`config.mk`:
```
export PLATFORM = sky130hd
export DESIGN_NAME = regs_writeback
export DESIGN_NICKNAME = d
export VERILOG_FILES = /design/src/rtl/regs_writeback.sv
export SDC_FILE = /design/constraint.sdc
export NUM_CORES = 1
export LEC_CHECK = 0
export CAP_MARGIN = 20
export CORE_UTILIZATION = 53
export CTS_CLUSTER_SIZE = 30
export DETAILED_ROUTE_END_ITERATION = 7
export PLACE_DENSITY = 0.92
export SYNTH_ARGS = -nofsm -noshare
export SYNTH_HDL_FRONTEND = slang
export SYNTH_SLANG_ARGS = --single-unit
export TNS_END_PERCENT = 5
```
`constraint.sdc`:
```
create_clock -name i_clk -period 3.7 [get_ports i_clk]
set_input_delay 0.74 -clock i_clk [delete_from_list [all_inputs] [get_ports i_clk]]
set_output_delay 0.74 -clock i_clk [all_outputs]
set_load 0.05 [all_outputs]
```
`src/rtl/regs_writeback.sv`:
```
// Register file write-side front end: two-producer arbiter, in-order write queue,
// registered write port and per-register pending-write scoreboard.
module regs_writeback #(
    parameter int DATA_WIDTH  = 32,
    parameter int INDEX_WIDTH = 5,
    parameter int FIFO_DEPTH  = 4
) (
    input  logic                          i_clk,
    input  logic                          i_rst_n,
    input  logic                          i_a_valid,
    output logic                          o_a_ready,
    input  logic [INDEX_WIDTH-1:0]        i_a_addr,
    input  logic [DATA_WIDTH-1:0]         i_a_data,
    input  logic                          i_b_valid,
    output logic                          o_b_ready,
    input  logic [INDEX_WIDTH-1:0]        i_b_addr,
    input  logic [DATA_WIDTH-1:0]         i_b_data,
    input  logic                          i_hold,
    input  logic                          i_rsv_we,
    input  logic [INDEX_WIDTH-1:0]        i_rsv_addr,
    output logic                          o_we,
    output logic [INDEX_WIDTH-1:0]        o_waddr,
    output logic [DATA_WIDTH-1:0]         o_wdata,
    output logic [(1<<INDEX_WIDTH)-1:0]   o_busy,
    output logic [$clog2(FIFO_DEPTH):0]   o_count
);

    localparam int NREGS = 1 << INDEX_WIDTH;
    localparam int PTR_W = $clog2(FIFO_DEPTH);
    localparam int CNT_W = PTR_W + 1;

    logic [INDEX_WIDTH-1:0] r_qAddr [FIFO_DEPTH];
    logic [DATA_WIDTH-1:0]  r_qData [FIFO_DEPTH];
    logic [PTR_W-1:0]       r_rdPtr;
    logic [PTR_W-1:0]       r_wrPtr;
    logic [CNT_W-1:0]       r_count;
    logic                   r_ptrB;
    logic                   r_we;
    logic [INDEX_WIDTH-1:0] r_waddr;
    logic [DATA_WIDTH-1:0]  r_wdata;
    logic [NREGS-1:0]       r_busy;

    logic                   w_deq;
    logic                   w_space;
    logic                   w_grantA;
    logic                   w_grantB;
    logic                   w_accA;
    logic                   w_accB;
    logic                   w_enq;
    logic [INDEX_WIDTH-1:0] w_accAddr;
    logic [DATA_WIDTH-1:0]  w_accData;
    logic [NREGS-1:0]       w_busyNext;

    assign w_deq     = (r_count != '0) && !i_hold;
    assign w_space   = (r_count < CNT_W'(FIFO_DEPTH)) || w_deq;
    assign w_grantA  = i_a_valid && (!i_b_valid || !r_ptrB);
    assign w_grantB  = i_b_valid && (!i_a_valid || r_ptrB);
    assign o_a_ready = w_space && w_grantA;
    assign o_b_ready = w_space && w_grantB;
    assign w_accA    = i_a_valid && o_a_ready;
    assign w_accB    = i_b_valid && o_b_ready;
    assign w_accAddr = w_accA ? i_a_addr : i_b_addr;
    assign w_accData = w_accA ? i_a_data : i_b_data;
    // Writes to x0 complete the handshake but never occupy a queue slot.
    assign w_enq     = (w_accA || w_accB) && (w_accAddr != '0);

    assign o_we    = r_we;
    assign o_waddr = r_waddr;
    assign o_wdata = r_wdata;
    assign o_busy  = r_busy;
    assign o_count = r_count;

    always_ff @(posedge i_clk) begin
        if (w_enq) begin
            r_qAddr[r_wrPtr] <= w_accAddr;
            r_qData[r_wrPtr] <= w_accData;
        end
    end

    always_ff @(posedge i_clk or negedge i_rst_n) begin
        if (!i_rst_n) begin
            r_rdPtr <= '0;
            r_wrPtr <= '0;
            r_count <= '0;
            r_ptrB  <= 1'b0;
            r_we    <= 1'b0;
            r_waddr <= '0;
            r_wdata <= '0;
        end else begin
            if (w_enq) begin
                r_wrPtr <= r_wrPtr + 1'b1;
            end
            if (w_deq) begin
                r_rdPtr <= r_rdPtr + 1'b1;
                r_waddr <= r_qAddr[r_rdPtr];
                r_wdata <= r_qData[r_rdPtr];
            end
            r_we    <= w_deq;
            r_count <= r_count + CNT_W'(w_enq) - CNT_W'(w_deq);
            // Round-robin only advances on contested grants.
            if (i_a_valid && i_b_valid && (w_accA || w_accB)) begin
                r_ptrB <= ~r_ptrB;
            end
        end
    end

    // A reservation landing on the same edge as the retiring write keeps the bit set.
    always_comb begin
        w_busyNext = r_busy;
        if (r_we) begin
            w_busyNext[r_waddr] = 1'b0;
        end
        if (i_rsv_we && (i_rsv_addr != '0)) begin
            w_busyNext[i_rsv_addr] = 1'b1;
        end
        w_busyNext[0] = 1'b0;
    end

    always_ff @(posedge i_clk or negedge i_rst_n) begin
        if (!i_rst_n) begin
            r_busy <= '0;
        end else begin
            r_busy <= w_busyNext;
        end
    end

endmodule
```
# Yosys cells after proc, flatten, opt, wreduce, memory -nomap -nowiden
# Memory sizes are Yosys's and may differ from the RTL's. A register that Yosys moved wholly into a read port is not among the register bits.
# Cells that the tools add are included.
# classes
addsub	4
magnitude_cmp	5
mux	10
bitwise	4
reduce_logical	26
# op_table
op	n
$mux W32	3
$and A32 B32 Y32	1
$not A32 Y32	1
$or A32 B32 Y32	1
$logic_and A1 B1 Y1	13
$lt A5 B6 Y1 const B	2
$demux W1 S5	2
$ge A5 B1 Y1 const B	2
$reduce_bool A5 Y1	2
$logic_not A1 Y1	6
$mux W5	1
$add A2 B1 Y2 const B	2
$logic_or A1 B1 Y1	4
$mux W1	4
$add A3 B1 Y3	1
$lt A3 B3 Y1 const B	1
$reduce_bool A3 Y1	1
$sub A3 B1 Y3	1
$not A1 Y1	1
# word_totals
reg_bits	40
ram_bits	148
inputBits	85
output_inout_bits	75
word_cells	57
memories	2
# mem_list
memory	depth	word_bits	read_ports	rd_ports_with_merged_regs	write_ports	line	text
r_qData	4	32	1	1	1	33	logic [DATA_WIDTH-1:0] r_qData [FIFO_DEPTH];
r_qAddr	4	5	1	1	1	32	logic [INDEX_WIDTH-1:0] r_qAddr [FIFO_DEPTH];

# Depth between registers and ports, before layout
# Gate-level depths: netlist of run 1.
# logic_depth
word_depth	10
mapped_depth	11
ltp_nobuf	11

# Least setup slack after synthesis of run 1
# OpenSTA, ideal clock, no wires.
# synth_path
kind	input -> register
startpoint	in i_hold
endpoint	mem r_qAddr[0][0], enable pin
setup_time_ns	0.398
arrival_ns	2.543
required_ns	3.302
path_slack_ns	0.759
stages	4
n_path_buf	0
path_cell_list	a22o_1 or2_4 a311oi_4 and2_1
# synth_between
elab_chain_len	10
word_cells_on_any_way	13
classes_between	3 x mux; 10 x reduce/logical
# synth_lines
item	line	text
start: declaration	18	input logic i_hold,
$logic_not A1 Y1 *	54	assign w_deq = (r_count != '0) && !i_hold;
$logic_and A1 B1 Y1 *	54	
$logic_or A1 B1 Y1 *	55	assign w_space = (r_count < CNT_W'(FIFO_DEPTH)) || w_deq;
$logic_and A1 B1 Y1	58	assign o_a_ready = w_space && w_grantA;
$logic_and A1 B1 Y1	60	assign w_accA = i_a_valid && o_a_ready;
$mux W5	62	assign w_accAddr = w_accA ? i_a_addr : i_b_addr;
$reduce_bool A5 Y1	65	assign w_enq = (w_accA || w_accB) && (w_accAddr != '0);
$logic_and A1 B1 Y1 *	65	
$mux W1 *	74	if (w_enq) begin
$mux W1 (not written as such) *	75	r_qAddr[r_wrPtr] <= w_accAddr;
end: declaration	32	
# Mark *: on every way between the ends. The rest lies on a longest branch, timed or not.

# Final worst setup path of run 1
# layout_path
startpoint	in i_hold
endpoint	out o_a_ready
# layout_between
elab_chain_len	4
# layout_lines
item	line	text
$logic_not A1 Y1	54	
$logic_and A1 B1 Y1	54	
$logic_or A1 B1 Y1	55	
$logic_and A1 B1 Y1	58	
end: declaration	11	output logic o_a_ready,
# Every way passes these cells.

==> metrics.csv, run 1 <==
stage;metric;value;unit
run_status;status;finished clean;
logic_synthesis;async_flop_share;0.342;
logic_synthesis;synth_flop_cell;edfxtp_1;
timing;hold_violations;0;
finish;syn_to_final_growth;29.6;%
die;rows;47;
timing;fin_crit_sh;0.895;
setup_path;regToRegStartpoint;o_count[2];
timing;finalSetupTns;0;ns
drt;drc;0;
pwr;swShare;0.377;
finish;nNetsFinal;753;
timing;slew_violations;0;
setup_path;end_kind;primary output;
setup_path;startpoint_type;input port;
drt;wl_per_cell;22.5;µm
timing;finalWorstSetupSlack;0.389;ns
finish;drive_gt1_frac;0.260;
setup_path;reg2regPathDepth;11;
die;die_height;132;µm
pwr;p_leak;4.13;nW
placed_design;hpwl;12800;µm
die;dieArea;0.0175;mm²
logic_synthesis;syn_area;0.00899;mm²
timing;maxSlewHeadroom;0.360;
logic_synthesis;yosys.area.top_type_share;0.495;
clock_tree;cts_resized;0;
clock_tree;cts_tree;built;
clock_tree;clk_pin_slew;0.06;ns
drt;antenna_left;0;
clock_tree;cts_root_buffer;clkbuf_16;
timing;fmax;302;MHz
placed_design;place_congestion;0.864;
clock_tree;cts.sinks;225;
logic_synthesis;synth_area_leaders;edfxtp_1 49%, dfrtp_1 21%, mux4_2 9.3%, mux2_2 8.9%, o21ai_0 3.5%;
logic_synthesis;synth_cell_types;31;
pwr;power;10.9;mW
clock_tree;cts_setup_buffers;0;
placed_design;port_buffers;158;
drt;viasPerCell;5.87;
setup_path;rrSetupSlack;0.91;ns
logic_synthesis;synth-edff-count;148;
drt;drtIter0Drc;343;
die;die_w;132;µm
placed_design;placed_area;0.0109;mm²
timing;hold_ws;0.129;ns
timing;rsz0062_at_grt;no;
logic_synthesis;ys_seq_elements;225;
pwr;power.internal;6.81;mW
worst_hold_path;hold_class;input port to asynchronous set/reset pin;
setup_path;critPathRequiredTime;2.96;ns
drt;drtPass1Iterations;5;
logic_synthesis;yosys_warnings;0;
pwr;comb_power_share;0.401;
finish;antenna_cells;0;
clock_tree;h-tree-depth;1;
setup_path;worstPathArrival;2.57;ns
setup_path;path_max_fanout;38;
timing;setup_violations;0;
die;initial_core_util;0.542;
timing;worst_pin_slew;0.960;ns
pwr;p_sw;4.13;mW
run;max_cap_violations;0;
die;io-pin-count;160;
global_routing;grt_max_degree;78;
logic_synthesis;syn_nets;577;
logic_synthesis;yosysSeqAreaShare;0.709;
timing;fin_crit;3.31;ns
setup_path;crit_type;input port to primary output;
clock_tree;max-clock-path-buffers;3;
placed_design;place_ws;0.259;ns
clock_tree;numCtsBuffers;23;
logic_synthesis;syn_inst;485;
timing;clock-skew-final;0.0128;ns
logic_synthesis;syn_avg_cell_area;18.5;µm²
global_routing;grt_first_pass_wirelength;31600;µm
pwr;p_per_area;939;mW/mm²
pwr;pwr-share-clk;0.209;
global_routing;grt_pass1_vias;5698;
pwr;irDropWorstVdd;0.647;mV
setup_path;r2r-end;o_count[2];
global_routing;grt-ovfl-total;0;
drt;vias;5266;
global_routing;antenna_found_initial;1;
finish;fin_area;0.0117;mm²
global_routing;grt_util_all_layers;0.237;
pwr;p_seq_frac;0.390;
die;coreArea;0.0166;mm²
logic_synthesis;synth_top_area_cell;edfxtp_1;
clock_tree;holdBufCountCts;0;
drt;wirelength;20200;µm
clock_tree;clk_latency;0.50;ns
==> placed cells by master (no fill, tap or decap), types with 9 or more instances in the layout <==
cell type          n
mux4_2            37
edfxtp_1         148
inv_1              9
clkdlybuf4s50_1  156
clkbuf_16         23
mux2_2            71
o21ai_0           63
nand3b_1          10
dfrtp_1           75
==> power groups by stage <==
| stage | combinational, mW | sequential [mW] | clock (mW) |
|---|---|---|---|
| final | 4.39 | 4.27 | 2.28 |
| after global routing | 4.59 | 4.36 | 2.40 |
| after CTS | 4.41 | 4.27 | 2.30 |
| after detailed placement | 4.36 | 4.29 | 0 |
| after global placement | 4.23 | 4.21 | 0 |
| after floorplan | 1.68 | 5.38 | 0 |
==> worst max-delay path by stage <==
stage                    end   start  cells after the start
2_1_floorplan  r_qAddr[0][0]  i_hold                      4
3_3_place_gp      o_count[2]  i_hold                     12
3_5_place_dp      o_count[2]  i_hold                     12
4_1_cts            o_a_ready  i_hold                      6
5_1_grt            o_a_ready  i_hold                      6
6_report           o_a_ready  i_hold                      6
==> logic make-up after synthesis <==
logic type | count (synthesis) | synth area share
AND/OR/NAND/NOR | 42 | 0.0303
multiplexers | 112 | 0.188
AO/OA/AOI/OAI | 66 | 0.0395
buffers and inverters | 26 | 0.0160
XOR/XNOR | 6 | 0.00585
adder cells (fa/ha/maj) | 7 | 0.0106
other | 1 | 0.000417
flip-flops | 225 | 0.709
==> sequential cells by signal, summed over array words and instances (netlist names) <==
signal,flops
r_qData,128
o_busy,31
r_ptrB,1
o_count,3
o_we,1
r_rdPtr,2
o_waddr,5
o_wdata,32
r_qAddr,20
r_wrPtr,2
==> worst max-delay path, stage by stage <==
cell,delay [ns]
clkdlybuf4s50_1,0.55
a22o_1,0.28
or2_4,0.18
buf_4,0.45
inv_1,0.16
buf_12,0.18
==> cells in the mapped netlist (all sizes together), types with 2 or more instances <==
cell type,count
buf,15
inv,9
nor3,2
nand2,6
or3,2
mux4,37
nand3b,10
dfrtp,77
xnor2,5
and2,4
ha,6
o21ai,63
nand3,4
edfxtp,148
nor2,6
or3b,5
clkbuf,2
mux2,75
==> area by class of cell <==
class	count	area (µm²)
multi-input combinational	234	2480
inverter	9	33.8
clock buffer	31	646
timing repair buffer	168	1730
clock inverter	10	104
tap	220	275
fill	970	4930
sequential	225	6370
==> routing by layer <==
layer	global-route usage	vias to the layer above	routed length (µm)
li1	-	2257	-
met1	0.287	2654	7400
met2	0.432	297	10800
met3	0.0446	58	1550
met4	0.0741	0	505
met5	0	-	0
==> metrics by stage <==
stage / util / std cells
after global placement: 0.656 / 855
after detailed placement: 0.656 / 855
after floorplan: - / 485
final: 0.703 / 897
after global routing: 0.703 / 897
after CTS: 0.701 / 896
(Power assumes the default switching activity.)
==> inputs of run 2 (changes only) <==
SLEW_MARGIN = 15   (was unset)
==> metrics.csv, run 2 (synthesis results as in run 1) <==
stage;metric;value;unit;change
run_status;status;finished clean;;
finish;regArea;0.00637;mm²;unchanged
timing;hold_ws;0.136;ns;+0.00719 ns
global_routing;grt_util_all_layers;0.237;;unchanged
setup_path;r2r-end;o_count[2];;
placed_design;dp_cells;855;;unchanged
clock_tree;clk_latency;0.50;ns;about the same
clock_tree;cts_tree;built;;
setup_path;regToRegStartpoint;o_count[2];;
finish;fin_cells;897;;unchanged
finish;fill_cells;970;;unchanged
die;dieArea;0.0175;mm²;unchanged
finish;final_common_cell;clkdlybuf4s50_1;;
timing;fin_crit_sh;0.898;;+0.00300
global_routing;grt_pass1_vias;5698;;unchanged
clock_tree;clk_pin_slew;0.06;ns;about the same
timing;slew_violations;0;;unchanged
run;max_cap_violations;0;;unchanged
finish;nNetsFinal;753;;unchanged
clock_tree;cts_resized;0;;unchanged
setup_path;rrSetupSlack;0.91;ns;about the same
finish;layout_common_cells;156 x clkdlybuf4s50_1, 148 x edfxtp_1, 75 x dfrtp_1;;
placed_design;place_congestion;0.864;;unchanged
timing;finalWorstSetupSlack;0.378;ns;-0.0111 ns
clock_tree;holdBufCountCts;0;;unchanged
timing;worst_pin_slew;0.974;ns;+0.0140 ns
die;io-pin-count;160;;unchanged
timing;finalSetupTns;0;ns;unchanged
setup_path;path_max_fanout;38;;unchanged
die;initial_core_util;0.542;;unchanged
clock_tree;max-clock-path-buffers;3;;unchanged
global_routing;antenna_found_initial;1;;unchanged
timing;maxSlewHeadroom;0.351;;-0.00934
timing;setup_violations;0;;unchanged
clock_tree;cts_setup_buffers;0;;unchanged
clock_tree;h-tree-depth;1;;unchanged
drt;wl_per_cell;22.6;µm;about the same
clock_tree;cts.sinks;225;;unchanged
finish;largest_register_ffs;128;;unchanged
timing;fmax;301;MHz;-0.33%
clock_tree;cts_root_buffer;clkbuf_16;;
drt;wirelength;20200;µm;about the same
setup_path;crit_type;input port to primary output;;
drt;viasPerCell;5.88;;+0.11%
drt;antenna_left;0;;unchanged
die;rows;47;;unchanged
placed_design;placed_area;0.0109;mm²;unchanged
setup_path;cp-startpoint;i_hold;;
clock_tree;numCtsBuffers;23;;unchanged
drt;drc;0;;unchanged
setup_path;critPathRequiredTime;2.96;ns;about the same
finish;top_register;r_qData;;
die;coreArea;0.0166;mm²;unchanged
timing;hold_violations;0;;unchanged
finish;multi_input_area;0.00248;mm²;unchanged
die;die_w;132;µm;unchanged
finish;fin_util;0.703;;unchanged
drt;drtPass1Iterations;5;;unchanged
setup_path;startpoint_type;input port;;
global_routing;grt-ovfl-total;0;;unchanged
pwr;irDropWorstVdd;0.645;mV;-0.38%
worst_hold_path;hold_class;input port to asynchronous set/reset pin;;
setup_path;reg2regPathDepth;11;;unchanged
drt;drtIter0Drc;338;;-1.5%
placed_design;place_ws;0.259;ns;unchanged
finish;fin_area;0.0117;mm²;unchanged
setup_path;worstPathArrival;2.58;ns;about the same
placed_design;port_buffers;158;;unchanged
drt;vias;5272;;+0.11%
finish;drive_gt1_frac;0.260;;unchanged
pwr;p_per_area;938;mW/mm²;about the same
die;die_height;132;µm;unchanged
pwr;p_leak;4.13;nW;unchanged
timing;clock-skew-final;0.0122;ns;-0.000516 ns
finish;syn_to_final_growth;29.6;%;unchanged
timing;fin_crit;3.32;ns;+0.0111 ns
timing;rsz0062_at_grt;no;;
pwr;power;10.9;mW;about the same
global_routing;grt_first_pass_wirelength;31600;µm;unchanged
global_routing;grt_max_degree;78;;unchanged
placed_design;hpwl;12800;µm;unchanged
finish;antenna_cells;0;;unchanged
setup_path;end_kind;primary output;;
-- run 2: area by class of cell --
cell class / instances / area share
clock buffers: 31 / 0.0554
clock inverters: 10 / 0.00891
inverters: 9 / 0.00290
multi-input cells: 234 / 0.213
flip-flops and latches: 225 / 0.547
well taps: 220 / 0.0236
repair buffers: 168 / 0.149
-- run 2: worst max path at each step --
stage	to	slack (ns)
after floorplan	r_qAddr[0][0]	0.76
after global placement	o_count[2]	0.32
after detailed placement	o_count[2]	0.26
after CTS	o_a_ready	0.35
after global routing	o_a_ready	0.32
final	o_a_ready	0.38
-- run 2: where the power goes --
group / internal, mW / total, mW / switching (mW)
clock network: 1.36 / 2.28 / 0.918
logic: 1.79 / 4.39 / 2.59
registers: 3.66 / 4.27 / 0.612
total: 6.81 / 10.9 / 4.12
-- run 2: critical path, stage by stage --
cell and delay, ns:
clkdlybuf4s50_1 0.56, a22o_1 0.29, or2_4 0.18, buf_4 0.45
inv_1 0.16, buf_12 0.18
-- run 2: per-layer routing --
metal  wire, µm  global-route usage  up-vias
li1           -                   -     2258
met1       7230               0.287     2640
met2      10800               0.432      325
met3       1720              0.0446       49
met4        488              0.0741        0
met5          0                   0        -
==> inputs of run 3 (changes only) <==
CORE_UTILIZATION = 51   (was 53)
PLACE_DENSITY = 0.9   (was 0.92)
==> metrics.csv, run 3 (synthesis results as in run 1) <==
stage;metric;value;unit;change
finish;layout_common_cells;156 x clkdlybuf4s50_1, 148 x edfxtp_1, 75 x dfrtp_1;;
die;initial_core_util;0.521;;-0.0205
global_routing;grt_pass1_vias;5550;;-2.6%
global_routing;grt_max_degree;78;;unchanged
timing;fin_crit_sh;0.873;;-0.0249
clock_tree;numCtsBuffers;22;;-4.3%
pwr;power;10.8;mW;-0.90%
setup_path;end_kind;primary output;;
drt;vias;5215;;-1.1%
pwr;p_leak;4.11;nW;-0.48%
timing;finalSetupTns;0;ns;unchanged
timing;setup_violations;0;;unchanged
run;max_cap_violations;0;;unchanged
placed_design;place_congestion;0.802;;-7.2%
setup_path;r2r-end;o_count[2];;
setup_path;startpoint_type;input port;;
timing;slew_violations;0;;unchanged
pwr;swShare;0.377;;+0.000419
setup_path;rrSetupSlack;1.09;ns;+0.18 ns
timing;worst_pin_slew;0.942;ns;-0.0316 ns
clock_tree;clk_latency;0.51;ns;about the same
die;dieArea;0.0182;mm²;+3.9%
global_routing;grt_first_pass_wirelength;30300;µm;-4.1%
setup_path;crit_type;input port to primary output;;
finish;antenna_cells;0;;unchanged
drt;drtIter0Drc;392;;+16%
setup_path;regToRegStartpoint;o_count[2];;
setup_path;cp.buffers_inverters;4;;unchanged
die;die_w;135;µm;+1.9%
run_status;status;finished clean;;
finish;largest_register_ffs;128;;unchanged
setup_path;cp_slowest_cell;clkdlybuf4s50_1;;
drt;drc;0;;unchanged
pwr;p_per_area;932;mW/mm²;-0.73%
die;die_height;135;µm;+1.9%
die;rows;48;;+2.1%
finish;fin_cells;901;;+0.45%
placed_design;place_ws;0.271;ns;+0.0126 ns
pwr;pwr-share-clk;0.204;;-0.004
pwr;p_sw;4.09;mW;-0.79%
drt;wl_per_cell;21.5;µm;-4.8%
clock_tree;cts_tree;built;;
setup_path;reg2regPathDepth;11;;unchanged
setup_path;path_delay_family;buffers and inverters;;
clock_tree;cts_root_buffer;clkbuf_16;;
clock_tree;clk_pin_slew;0.06;ns;about the same
worst_hold_path;hold_class;input port to asynchronous set/reset pin;;
finish;top_register;r_qData;;
timing;clock-skew-final;0.0199;ns;+0.00765 ns
finish;fin_area;0.0116;mm²;-0.17%
setup_path;worstPathArrival;2.49;ns;-0.09 ns
pwr;p_seq_frac;0.388;;-0.002
setup_path;cpPeakStageDelay;0.54;ns;-0.02 ns
clock_tree;max-clock-path-buffers;3;;unchanged
clock_tree;h-tree-depth;1;;unchanged
drt;wirelength;19400;µm;-4.4%
drt;drtPass1Iterations;5;;unchanged
placed_design;port_buffers;158;;unchanged
pwr;comb_power_share;0.407;;+0.006
setup_path;critPathRequiredTime;2.96;ns;about the same
clock_tree;holdBufCountCts;0;;unchanged
clock_tree;cts_resized;0;;unchanged
clock_tree;cts.sinks;225;;unchanged
timing;hold_violations;0;;unchanged
drt;antenna_left;0;;unchanged
drt;viasPerCell;5.79;;-1.5%
clock_tree;cts_setup_buffers;0;;unchanged
finish;regArea;0.00637;mm²;unchanged
setup_path;path_cells;clkdlybuf4s50_1, a22o_1, or2_4, buf_4, inv_1, buf_12;;
finish;syn_to_final_growth;29.4;%;
pwr;irDropWorstVdd;0.534;mV;-17%
global_routing;antenna_found_initial;0;;-1
die;io-pin-count;160;;unchanged
setup_path;cp-startpoint;i_hold;;
timing;finalWorstSetupSlack;0.470;ns;+0.0920 ns
timing;maxSlewHeadroom;0.372;;+0.0211
pwr;power.internal;6.75;mW;-0.96%
timing;fmax;310;MHz;+2.8%
global_routing;grt-ovfl-total;0;;unchanged
die;coreArea;0.0172;mm²;+3.9%
finish;nNetsFinal;752;;-0.13%
timing;rsz0062_at_grt;no;;
placed_design;hpwl;12100;µm;-5.2%
finish;drive_gt1_frac;0.254;;-0.00553
finish;multi_input_area;0.00248;mm²;unchanged
finish;final_common_cell;clkdlybuf4s50_1;;
setup_path;path_max_fanout;38;;unchanged
finish;fill_cells;1066;;+9.9%
global_routing;grt_util_all_layers;0.222;;-0.0157
timing;fin_crit;3.23;ns;-0.0920 ns
placed_design;placed_area;0.0109;mm²;about the same
placed_design;dp_cells;860;;+0.58%
## run 3: cell count changes in the layout (fill, tap and decap cells not counted), sizes merged
cell	change
clkinv	+1
clkbuf	-2
## run 3: worst reg2reg max path, stage by stage (launching register included)
cell and delay (ns):
dfrtp_1 0.45, a22o_1 0.29, or2_4 0.26, a311oi_4 0.22, inv_1 0.07, ha_1 0.27
inv_1 0.06, ha_1 0.13, inv_1 0.05, fa_1 0.37, xnor2_1 0.21, xnor2_1 0.15
## run 3: worst max-delay path by stage
stage	end	slack, ns	cells past startpoint
floorplan	r_qAddr[0][0]	0.76	4
global placement	o_count[2]	0.41	12
detailed placement	o_count[2]	0.27	12
CTS	o_a_ready	0.44	6
global route	o_a_ready	0.37	6
finish	o_a_ready	0.47	6
## run 3: area by class of cell
cell class | count | share of cell area
flip-flops and latches | 225 | 0.548
multi-input cells | 234 | 0.214
repair buffers | 168 | 0.149
clock buffers | 29 | 0.0522
well taps | 225 | 0.0242
clock inverters | 11 | 0.0100
inverters | 9 | 0.00290
## run 3: routing by layer
metal	GRT usage	vias to the layer above	share of wire
met2	0.388	254	0.52
met4	0.0818	0	0.031
li1	-	2250	-
met3	0.0390	71	0.068
met5	0	-	0
met1	0.277	2640	0.38
## run 3: stage by stage
step,hold WS [ns],util
after floorplan,0.444,-
after global placement,0.489,0.631
after detailed placement,0.496,0.631
after CTS,0.441,0.673
after global routing,0.154,0.675
final,0.135,0.675
## run 3: power by group through the flow
stage | combinational (mW) | sequential, mW | clock (mW)
after floorplan | 1.68 | 5.38 | 0
after global placement | 4.25 | 4.16 | 0
after detailed placement | 4.41 | 4.24 | 0
after CTS | 4.45 | 4.21 | 2.25
after global routing | 4.63 | 4.30 | 2.35
final | 4.41 | 4.21 | 2.21
